--- config.mk ---
export PLATFORM = sky130hd
export DESIGN_NAME = vga_fb_stream_reader
export DESIGN_NICKNAME = d
export VERILOG_FILES = /design/src/rtl/vga_fb_stream_reader.sv
export SDC_FILE = /design/constraint.sdc
export NUM_CORES = 1
export LEC_CHECK = 0
export ABC_AREA = 0
export CORE_ASPECT_RATIO = 1.25
export CORE_MARGIN = 2
export CORE_UTILIZATION = 40
export CTS_CLUSTER_DIAMETER = 80
export DETAILED_ROUTE_END_ITERATION = 10
export SLEW_MARGIN = 15
export SYNTH_ARGS = -nofsm -noshare
export SYNTH_HDL_FRONTEND = slang
export SYNTH_SLANG_ARGS = --single-unit
--- constraint.sdc ---
create_clock -name clk -period 6.9 [get_ports clk]
set_clock_uncertainty 0.2 [all_clocks]
set_input_delay 1.38 -clock clk [delete_from_list [all_inputs] [get_ports clk]]
set_output_delay 1.38 -clock clk [all_outputs]
set_load 0.1 [all_outputs]
--- src/rtl/vga_fb_stream_reader.sv ---
// VGA timing generator with a streaming framebuffer reader: fixed-latency word fetch,
// pixel unpacking and horizontal/vertical replication for the display path.
module vga_fb_stream_reader #(
   parameter int unsigned H_VISIBLE     = 640,
   parameter int unsigned H_FRONT       = 16,
   parameter int unsigned H_SYNC        = 96,
   parameter int unsigned H_BACK        = 48,
   parameter int unsigned V_VISIBLE     = 480,
   parameter int unsigned V_FRONT       = 10,
   parameter int unsigned V_SYNC        = 2,
   parameter int unsigned V_BACK        = 33,
   parameter int unsigned SYNC_POLARITY = 0,
   parameter int unsigned BPP           = 4,
   parameter int unsigned DATA_W        = 4,
   parameter int unsigned H_SCALE       = 2,
   parameter int unsigned V_SCALE       = 1,
   parameter int unsigned RD_LATENCY    = 1
) (
   input  logic              clk,
   input  logic              rst,
   output logic              h_sync_out,
   output logic              v_sync_out,
   output logic              de_out,
   output logic [BPP-1:0]    pixel_out,
   output logic              rd_req,
   input  logic [DATA_W-1:0] rd_data,
   output logic              line_rewind,
   output logic              frame_start
);

   localparam int unsigned H_TOTAL = H_VISIBLE + H_FRONT + H_SYNC + H_BACK;
   localparam int unsigned V_TOTAL = V_VISIBLE + V_FRONT + V_SYNC + V_BACK;
   localparam int unsigned PPW     = DATA_W / BPP;
   localparam int unsigned W       = PPW * H_SCALE;
   localparam int unsigned WPL     = H_VISIBLE / W;
   localparam int unsigned HC_W    = $clog2(H_TOTAL);
   localparam int unsigned VC_W    = $clog2(V_TOTAL);
   localparam int unsigned FW_W    = $clog2(W + 1);
   localparam int unsigned HS_W    = $clog2(H_SCALE + 1);
   localparam int unsigned VS_W    = $clog2(V_SCALE + 1);
   localparam int unsigned F_AHEAD = RD_LATENCY + 1;
   localparam int unsigned F_W0    = F_AHEAD % W;
   localparam logic        SYNC_IDLE = 1'(SYNC_POLARITY == 0);

   // Parameter legality is checked at elaboration time.
   if (!(BPP == 1 || BPP == 2 || BPP == 4 || BPP == 8)) begin : g_bad_bpp
      $error("BPP must be 1, 2, 4 or 8");
   end
   if (DATA_W % BPP != 0 || DATA_W < BPP) begin : g_bad_dw
      $error("DATA_W must be a multiple of BPP");
   end
   if (H_SCALE < 1 || V_SCALE < 1 || RD_LATENCY < 1) begin : g_bad_scale
      $error("H_SCALE, V_SCALE and RD_LATENCY must be >= 1");
   end
   if (WPL * W != H_VISIBLE) begin : g_bad_hvis
      $error("H_VISIBLE must be a multiple of PPW*H_SCALE");
   end
   if (V_VISIBLE % V_SCALE != 0) begin : g_bad_vvis
      $error("V_VISIBLE must be a multiple of V_SCALE");
   end
   if (RD_LATENCY + 1 > H_FRONT + H_SYNC + H_BACK) begin : g_bad_lat
      $error("RD_LATENCY+1 must fit in horizontal blanking");
   end

   logic [HC_W-1:0]       hc, hc_nxt, fhc, fhc_nxt;
   logic [VC_W-1:0]       vc, vc_nxt, fvc, fvc_nxt;
   logic [FW_W-1:0]       fw, fw_nxt;
   logic [VS_W-1:0]       vsc, vsc_nxt;
   logic [HS_W-1:0]       hcnt, hcnt_nxt, phase_c;
   logic [RD_LATENCY:0]   tag;
   logic [DATA_W-1:0]     sr, sr_nxt, base_c;
   logic                  h_act_c, v_act_c, de_c, issue_c, rewind_c, fs_c, load_c;
   logic                  hc_last, fhc_last;
   logic [BPP-1:0]        pix_c;

   assign rd_req = tag[0];

   // Counters, fetch schedule and pixel unpack.  fhc/fvc run RD_LATENCY+1 clocks
   // ahead of hc/vc so a request targets the pixel position its word will fill.
   always_comb begin
      hc_nxt   = hc;
      vc_nxt   = vc;
      fhc_nxt  = fhc;
      fvc_nxt  = fvc;
      fw_nxt   = fw;
      vsc_nxt  = vsc;
      sr_nxt   = sr;
      hcnt_nxt = hcnt;
      hc_last  = (hc == HC_W'(H_TOTAL - 1));
      fhc_last = (fhc == HC_W'(H_TOTAL - 1));

      if (hc_last) begin
         hc_nxt = '0;
         vc_nxt = (vc == VC_W'(V_TOTAL - 1)) ? '0 : vc + VC_W'(1);
         if (vc == VC_W'(V_TOTAL - 1) || vsc == VS_W'(V_SCALE - 1)) vsc_nxt = '0;
         else                                                         vsc_nxt = vsc + VS_W'(1);
      end else begin
         hc_nxt = hc + HC_W'(1);
      end

      if (fhc_last) begin
         fhc_nxt = '0;
         fvc_nxt = (fvc == VC_W'(V_TOTAL - 1)) ? '0 : fvc + VC_W'(1);
         fw_nxt  = '0;
      end else begin
         fhc_nxt = fhc + HC_W'(1);
         fw_nxt  = (fw == FW_W'(W - 1)) ? '0 : fw + FW_W'(1);
      end

      h_act_c  = (hc >= HC_W'(H_VISIBLE + H_FRONT)) &&
                 (hc <= HC_W'(H_VISIBLE + H_FRONT + H_SYNC - 1));
      v_act_c  = (vc >= VC_W'(V_VISIBLE + V_FRONT)) &&
                 (vc <= VC_W'(V_VISIBLE + V_FRONT + V_SYNC - 1));
      de_c     = (hc < HC_W'(H_VISIBLE)) && (vc < VC_W'(V_VISIBLE));
      issue_c  = (fhc < HC_W'(H_VISIBLE)) && (fvc < VC_W'(V_VISIBLE)) && (fw == '0);
      rewind_c = (hc == HC_W'(H_VISIBLE)) && (vc < VC_W'(V_VISIBLE - 1)) &&
                 (vsc != VS_W'(V_SCALE - 1));
      fs_c     = (hc == '0) && (vc == VC_W'(V_TOTAL - 1));

      // A word arriving this cycle is shown immediately and parked in sr.
      load_c  = tag[RD_LATENCY];
      base_c  = load_c ? rd_data : sr;
      phase_c = load_c ? '0 : hcnt;
      pix_c   = base_c[BPP-1:0];
      if (phase_c == HS_W'(H_SCALE - 1)) begin
         sr_nxt   = base_c >> BPP;
         hcnt_nxt = '0;
      end else begin
         sr_nxt   = base_c;
         hcnt_nxt = phase_c + HS_W'(1);
      end
   end

   always_ff @(posedge clk or posedge rst) begin
      if (rst) begin
         hc          <= '0;
         vc          <= VC_W'(V_TOTAL - 1);
         fhc         <= HC_W'(F_AHEAD);
         fvc         <= VC_W'(V_TOTAL - 1);
         fw          <= FW_W'(F_W0);
         vsc         <= '0;
         hcnt        <= '0;
         sr          <= '0;
         tag         <= '0;
         h_sync_out  <= SYNC_IDLE;
         v_sync_out  <= SYNC_IDLE;
         de_out      <= 1'b0;
         pixel_out   <= '0;
         line_rewind <= 1'b0;
         frame_start <= 1'b0;
      end else begin
         hc          <= hc_nxt;
         vc          <= vc_nxt;
         fhc         <= fhc_nxt;
         fvc         <= fvc_nxt;
         fw          <= fw_nxt;
         vsc         <= vsc_nxt;
         hcnt        <= hcnt_nxt;
         sr          <= sr_nxt;
         tag         <= {tag[RD_LATENCY-1:0], issue_c};
         h_sync_out  <= h_act_c ^ SYNC_IDLE;
         v_sync_out  <= v_act_c ^ SYNC_IDLE;
         de_out      <= de_c;
         pixel_out   <= de_c ? pix_c : '0;
         line_rewind <= rewind_c;
         frame_start <= fs_c;
      end
   end

endmodule
* Word level (Yosys, flattened, before mapping) *
Index checks and enable logic that the tools add are counted.

storage, ports and cells
  register bits = 60
  bits of input ports = 6
  output and inout port bits = 10

operators by class
  add/subtract/negate cells = 7
  order comparisons = 9
  equality and inequality tests = 7
  mux-type cells = 12
  bitwise gates (word level) = 3
  reduce and logical (&&, ||, !) cells = 11

operators by type and width
  cell                   count
  $eq 10x10->1 const B   5
  $add 10x1->10 const B  4
  $mux 10                4
  $lt 10x9->1 const B    3
  $lt 10x10->1 const B   2
  $mux 4                 3
  $ge 10x10->1 const B   1
  $ge 10x9->1 const B    1
  $le 10x10->1 const B   1
  $le 10x9->1 const B    1
  $logic_not 10->1       1
  $logic_and 1x1->1      8
  $mux 2                 4
  $add 2x1->2 const B    2
  $eq 2x1->1 const B     2
  $not 1->1              3
  $logic_not 2->1        1
  $add 1x1->1 const B    1
  $logic_or 1x1->1       1
  $mux 1                 1

* Depth between registers and ports, before layout *
Gate-level depths: netlist (run 1).

  depth after elaboration = 3
  mapped depth = 6
  mapped depth without buffers = 6

* Worst setup path before layout (run 1) *
Ideal clock, no wire load.

  kind = register -> output
  start point = register tag[0]
  end point = output rd_req
  data arrival time = 0.895 ns
  data required time = 5.320 ns
  path slack = 4.425 ns
  cell stages (with the launch flop) = 1
  cell sequence = dfrtp_1

RTL lines
  element                 line  RTL
  from (decl)             70    logic [RD_LATENCY:0] tag;
  from (signal assigned)  160   tag <= {tag[RD_LATENCY-1:0], issue_c};
  to (decl)               25    output logic rd_req,

No word-level cell between the ends.

* Final worst setup path (run 1) *
  start point = register v_sync_out
  end point = output v_sync_out

RTL lines
  element                 line  RTL
  from (decl)             22    output logic v_sync_out,
  from (signal assigned)  162   v_sync_out <= v_act_c ^ SYNC_IDLE;

No word-level cell between the ends.

==> impl_results.md, run 1 <==
- Worst hold path class: reg2reg
- DR vias: 1,877
- Antenna cells: 0
- Clock tree buffer depth: 2
- Sequential area share after synthesis: 55.5%
- Power Internal: 0.494 mW
- Cell Area, Synth: 2730 um^2
- Area grow syn2layout: 15.4%
- Synth Area in Adders: 3.67%
- Compound-Gate Fraction of Synth Area: 7.16%
- Placed cells: 353
- GRT Overall Usage: 15.0%
- Final wirelength: 4860 um
- Maxcap violations: 0
- Slowest stage delay, CP: 1.12 ns
- Post-route ant nets: 0
- TritonCTS clock tree: done
- Kind of critical path: reg2out
- Clock transition at path regs: 0.08 ns
- CTS Sinks: 60
- CP arrival: 1.97 ns
- Syn Inst Count: 257
- H-tree depth: 3
- Startpoint types: flop
- Pre-CTS setup slack: 3.70 ns
- Clock Power Share: 43.5%
- Fin crit period: 3.55 ns
- Worst-Skew Late Latency: 0.34 ns
- Nets: 291
- Syn avg cell area: 10.6 um^2
- CP cell instances: clkdlybuf4s50_1
- Leak pwr: 1.33 nW
- Worst rel slew slack: 34.7%
- RSZ-0062 raised after global routing: false
- I/O pins: 16
- F_max: 282 MHz
- Hold buffer count at cts: 0
- Die height: 96.3 um
- Yosys top cell by area: dfrtp_1
- Critical Path Fanout Max: 1
- Largest net degree at the start of global routing: 61
- Register area: 1510 um^2
- GRT overflow: 0
- Setup ws final: 3.35 ns
- Wire length per cell: 13.2 um
- Sum of negative setup slack: 0 ns
- P_sw: 0.174 mW
- Critical Path RT: 5.32 ns
- Share of cells above drive strength 1: 11.3%
- Initial Utilization: 41.5%
- Number of remaining DRC errors: 0
- Synth Area in XOR/XNOR: 7.39%
- Port Buf Inserts: 15
- Slowest CP cell: clkdlybuf4s50_1
- Ys flop type: dfrtp_1
- FP Rows: 33
- Vias per inst: 5.09
- Power Density: 212 nW/um^2
- Hold WS: 0.176 ns
- Total number of yosys warnings: 0
- Fin crit share: 51.4%
- Outcome: finished clean
- Die width: 77.9 um
- Root Driver: clkbuf_8
- Die area: 7500 um^2
- R2R Setup Slk: 4.29 ns
- Cells taking the most area after synthesis: dfrtp_1, dfstp_2, xor2_1
- First-pass DRT Iterations: 4
- Crit. End Element: primary output
- Worst slew pin tran: 0.972 ns
- Initial antenna violation count: 0
- Cell variety after synth: 36
- Number of buffers added for setup after CTS: 0
- Final setup viols: 0
- Share of the synthesized area in the top cell type: 46.8%
- Core box area: 6570 um^2
- Vias in the first global route: 1,890
- Fillers: 610
- Sw Share: 26.0%
- First-pass GRT wire length: 8620 um
- Post-synth ARST share: 100%
- Hold Vio Cnt, Final: 0
- Final core occ: 47.9%
- Flop pwr share: 53.1%
- Synthesized net count: 271
- Yosys reg bits: 60
- CP delay by family, top: buffers and inverters
- Peak VDD IR: 0.0000934 V
- Most instantiated library cell after synthesis: dfrtp_1
- Routability cong.: 0.789
- Post-CTS resize count: 0
- Initial detailed-routing violation count: 109
- Final Non-Filler Cells: 369
- Crit path buf inv count: 1
- HPWL Detailed: 3260 um
- EDFF count, synth: 0
- Comb pwr share: 3.4%
- Post-synth top cells: dfrtp_1, nor2_1, nand3_1
- Multi-input gate area: 1140 um^2
- Largest family of logic cells by synthesized area: simple AND/OR/NAND/NOR gates
- CTS Buf Count: 9
- Synth Area in Simple Gates: 21.7%
- Fin. max-slew vios: 0
- Post-synthesis mux area share: 1.83%
==> power by group through the flow <==
stage	combinational (mW)	sequential, mW	clock, mW
3_3_place_gp	0.0236	0.361	0
2_1_floorplan	0.00612	0.370	0
5_1_grt	0.0251	0.355	0.317
3_5_place_dp	0.0236	0.361	0
6_report	0.0228	0.355	0.291
4_1_cts	0.0236	0.355	0.301
==> metrics by stage <==
step           total power [mW]  cell area, um^2
6_report                  0.668             3150
5_1_grt                   0.697             3150
4_1_cts                   0.680             3150
3_5_place_dp              0.385             2970
3_3_place_gp              0.385             2970
2_1_floorplan             0.376             2730
==> flip-flops by register name (all words and copies together), names as in the netlist, 2 cells and up <==
name	count
fhc	10
fvc	10
fw	2
hc	10
hcnt	2
pixel_out	4
sr	4
tag	2
vc	10
==> cell usage in the layout (no fill, tap or decap), types with 2 or more instances in the layout <==
cell type         n
clkdlybuf4s50_1  15
clkbuf_8          9
nand2b_1          2
o31ai_1           3
or4_1             3
nand2_1          10
dfrtp_1          51
and3_1            5
a21oi_1           5
inv_6             4
or3_1             5
nor4b_1           2
mux2i_1           5
nor4_1            5
nand4_1          10
or4b_2            2
dfstp_2           9
nor2_1           26
inv_1            12
nand3_1          20
ha_1              8
o21ai_0          11
a22o_1            7
xnor2_1          11
nor3_1            9
and2_1            6
clkinvlp_4        3
xor2_1           12
==> path summary, 6_finish.rpt <==
path	to	startpoint	cells past startpoint
max in group asynchronous	fhc[5]	rst	3
hold reg to reg	tag[1]	tag[0]	0
setup reg to reg	fhc[9]	fhc[1]	5
setup / recovery	v_sync_out	v_sync_out	1
min in group asynchronous	fvc[1]	rst	3
hold / removal	tag[1]	tag[0]	0
==> logic make-up after synthesis <==
family          after synthesis
simple gates                111
buf+inv                      20
mux                           5
flops                        60
fa+ha+maj                     8
compound gates               30
xor+xnor                     23
==> final cells by class <==
cell class                 instances  area share [%]
sequential                        60            48.1
multi-input combinational        177            36.1
clock buffer                       9            3.94
clock inverter                     7            1.83
inverter                          13            1.55
tap                               87            3.46
timing repair buffer              16            5.01
==> routing by layer <==
layer / wire, um / vias to the layer above / global-route usage [%] / share of wire (%)
met1: 2230 / 900 / 18.2 / 46
met4: 103 / 0 / 10.1 / 2.1
li1: - / 941 / - / -
met2: 2400 / 29 / 24.5 / 49
met5: 0 / - / 0 / 0
met3: 125 / 7 / 2.81 / 2.6
(Power assumes the default switching activity.)
==> inputs of run 2 (changes only) <==
==> constraint.sdc (replaced) <==
create_clock -name clk -period 3.6 [get_ports clk]
set_clock_uncertainty 0.2 [all_clocks]
set_input_delay 0.72 -clock clk [delete_from_list [all_inputs] [get_ports clk]]
set_output_delay 0.72 -clock clk [all_outputs]
set_load 0.1 [all_outputs]
==> run 2 against run 1 <==
  * Clock power grew 90%
  * Cell area increased by 0.64%
  * Sequential share of layout area decreased by 0.30 points
  * Critical endpoint is now pixel_out[1]
  * Largest cell class unchanged
==> impl_results.md, run 2 (synthesis results as in run 1) <==
- Outcome: finished clean
- First-pass GRT wire length: 8650 um
- Post-route ant nets: 0
- DR vias: 1,889
- Number of buffers added for setup after CTS: 0
- Final wirelength: 4700 um
- Slowest stage delay, CP: 1.12 ns
- Placed cells: 355
- Worst hold path class: reg2reg
- GR Util met2: 23.1%
- Commonest cells after routing, fill and taps aside: dfrtp_1, nor2_1, nand3_1
- Post-route cell area: 3170 um^2
- I/O pins: 16
- Initial detailed-routing violation count: 148
- Power Density: 404 nW/um^2
- Clock transition at path regs: 0.08 ns
- Die width: 77.9 um
- Crit. End Element: primary output
- Placed Area: 2990 um^2
- CP cell instances: clkdlybuf4s50_1
- Startpoint types: flop
- CP Depth: 1
- Port Buf Inserts: 15
- FP Rows: 33
- Routability cong.: 0.763
- Most crowded layer after global routing: met2
- GRT overflow: 0
- Fin. max-slew vios: 0
- F_max: 369 MHz
- Worst slew pin tran: 0.959 ns
- Fin crit period: 2.71 ns
- Critical Path Fanout Max: 1
- Hold Vio Cnt, Final: 0
- Worst rel slew slack: 35.8%
- Root Driver: clkbuf_8
- Vias per inst: 5.09
- Global routing usage on met3: 3.75%
- Die area: 7500 um^2
- Commonest non-fill, non-tap cell in the layout: dfrtp_1
- Core box area: 6570 um^2
- R2r worst-path depth: 5
- Final setup viols: 0
- TritonCTS clock tree: done
- Hold buffer count at cts: 0
- CTS Buf Count: 9
- Largest net degree at the start of global routing: 61
- Number of remaining DRC errors: 0
- Leak pwr: 1.34 nW
- Initial Utilization: 41.5%
- CP delay by family, top: buffers and inverters
- CP startpoint: pixel_out[1]
- Nets: 293
- Worst-Skew Late Latency: 0.35 ns
- Kind of critical path: reg2out
- Critical Path RT: 2.68 ns
- Antenna cells: 0
- GRT Overall Usage: 14.9%
- Vias in the first global route: 1,917
- R2R Setup Slk: 1.07 ns
- Sum of negative setup slack: 0 ns
- Critical path destination: pixel_out[1]
- RSZ-0062 raised after global routing: false
- Maxcap violations: 0
- Clock tree buffer depth: 2
- GR Util met1: 18.7%
- Area grow syn2layout: 16.1%
- Die height: 96.3 um
- Peak VDD IR: 0.000196 V
- Crit path buf inv count: 1
- Slowest CP cell: clkdlybuf4s50_1
- Final Non-Filler Cells: 371
- Wire length per cell: 12.7 um
- HPWL Detailed: 3190 um
- CTS Sinks: 60
- Hold WS: 0.180 ns
- H-tree depth: 3
- CP arrival: 1.79 ns
- Fin crit share: 75.3%
- Worst r2r src: fhc[1]
- Share of cells above drive strength 1: 13.0%
- R2r endpoint: fvc[9]
- First-pass DRT Iterations: 4
- Initial antenna violation count: 0
- Post-CTS resize count: 0
run 2: cell count changes in the layout (fill, tap and decap cells not counted), sizes merged:
cell           before  now
clkdlybuf4s50      15   12
buf                 1    6
run 2: through the flow:
stage | total power [mW] | utilization, % | worst slack [ns]
2_1_floorplan | 0.721 | - | 1.21
3_3_place_gp | 0.740 | 45.5 | 1.18
3_5_place_dp | 0.740 | 45.5 | 1.11
4_1_cts | 1.30 | 48.2 | 0.860
5_1_grt | 1.34 | 48.2 | 0.832
6_report | 1.28 | 48.2 | 0.888
run 2: worst min path at each step:
stage,start,to,slack (ns),cells after the start
3_5_place_dp,tag[0],tag[1],0.17,0
5_1_grt,tag[0],tag[1],0.19,0
3_3_place_gp,tag[0],tag[1],0.16,0
4_1_cts,tag[0],tag[1],0.18,0
6_report,tag[0],tag[1],0.18,0
2_1_floorplan,fw[0],fw[0],0.21,1
run 2: report_power, final:
| part | internal [mW] | leakage [nW] | switching, mW |
|---|---|---|---|
| combinational | 0.0121 | 0.521 | 0.0332 |
| sequential | 0.678 | 0.740 | 0.00167 |
| clock | 0.258 | 0.0833 | 0.296 |
run 2: area by class of cell:
class / count / area (um^2)
clock buffer: 9 / 124
clock inverter: 7 / 57.6
fill: 604 / 3400
inverter: 13 / 48.8
multi-input combinational: 177 / 1140
sequential: 60 / 1510
tap: 87 / 109
timing repair buffer: 18 / 178
run 2: layer usage:
| metal | vias up | share of wire (%) | routed length (um) |
|---|---|---|---|
| met5 | - | 0 | 0 |
| li1 | 946 | - | - |
| met4 | 0 | 3.1 | 144 |
| met1 | 888 | 48 | 2250 |
| met3 | 15 | 3.4 | 159 |
| met2 | 40 | 46 | 2150 |
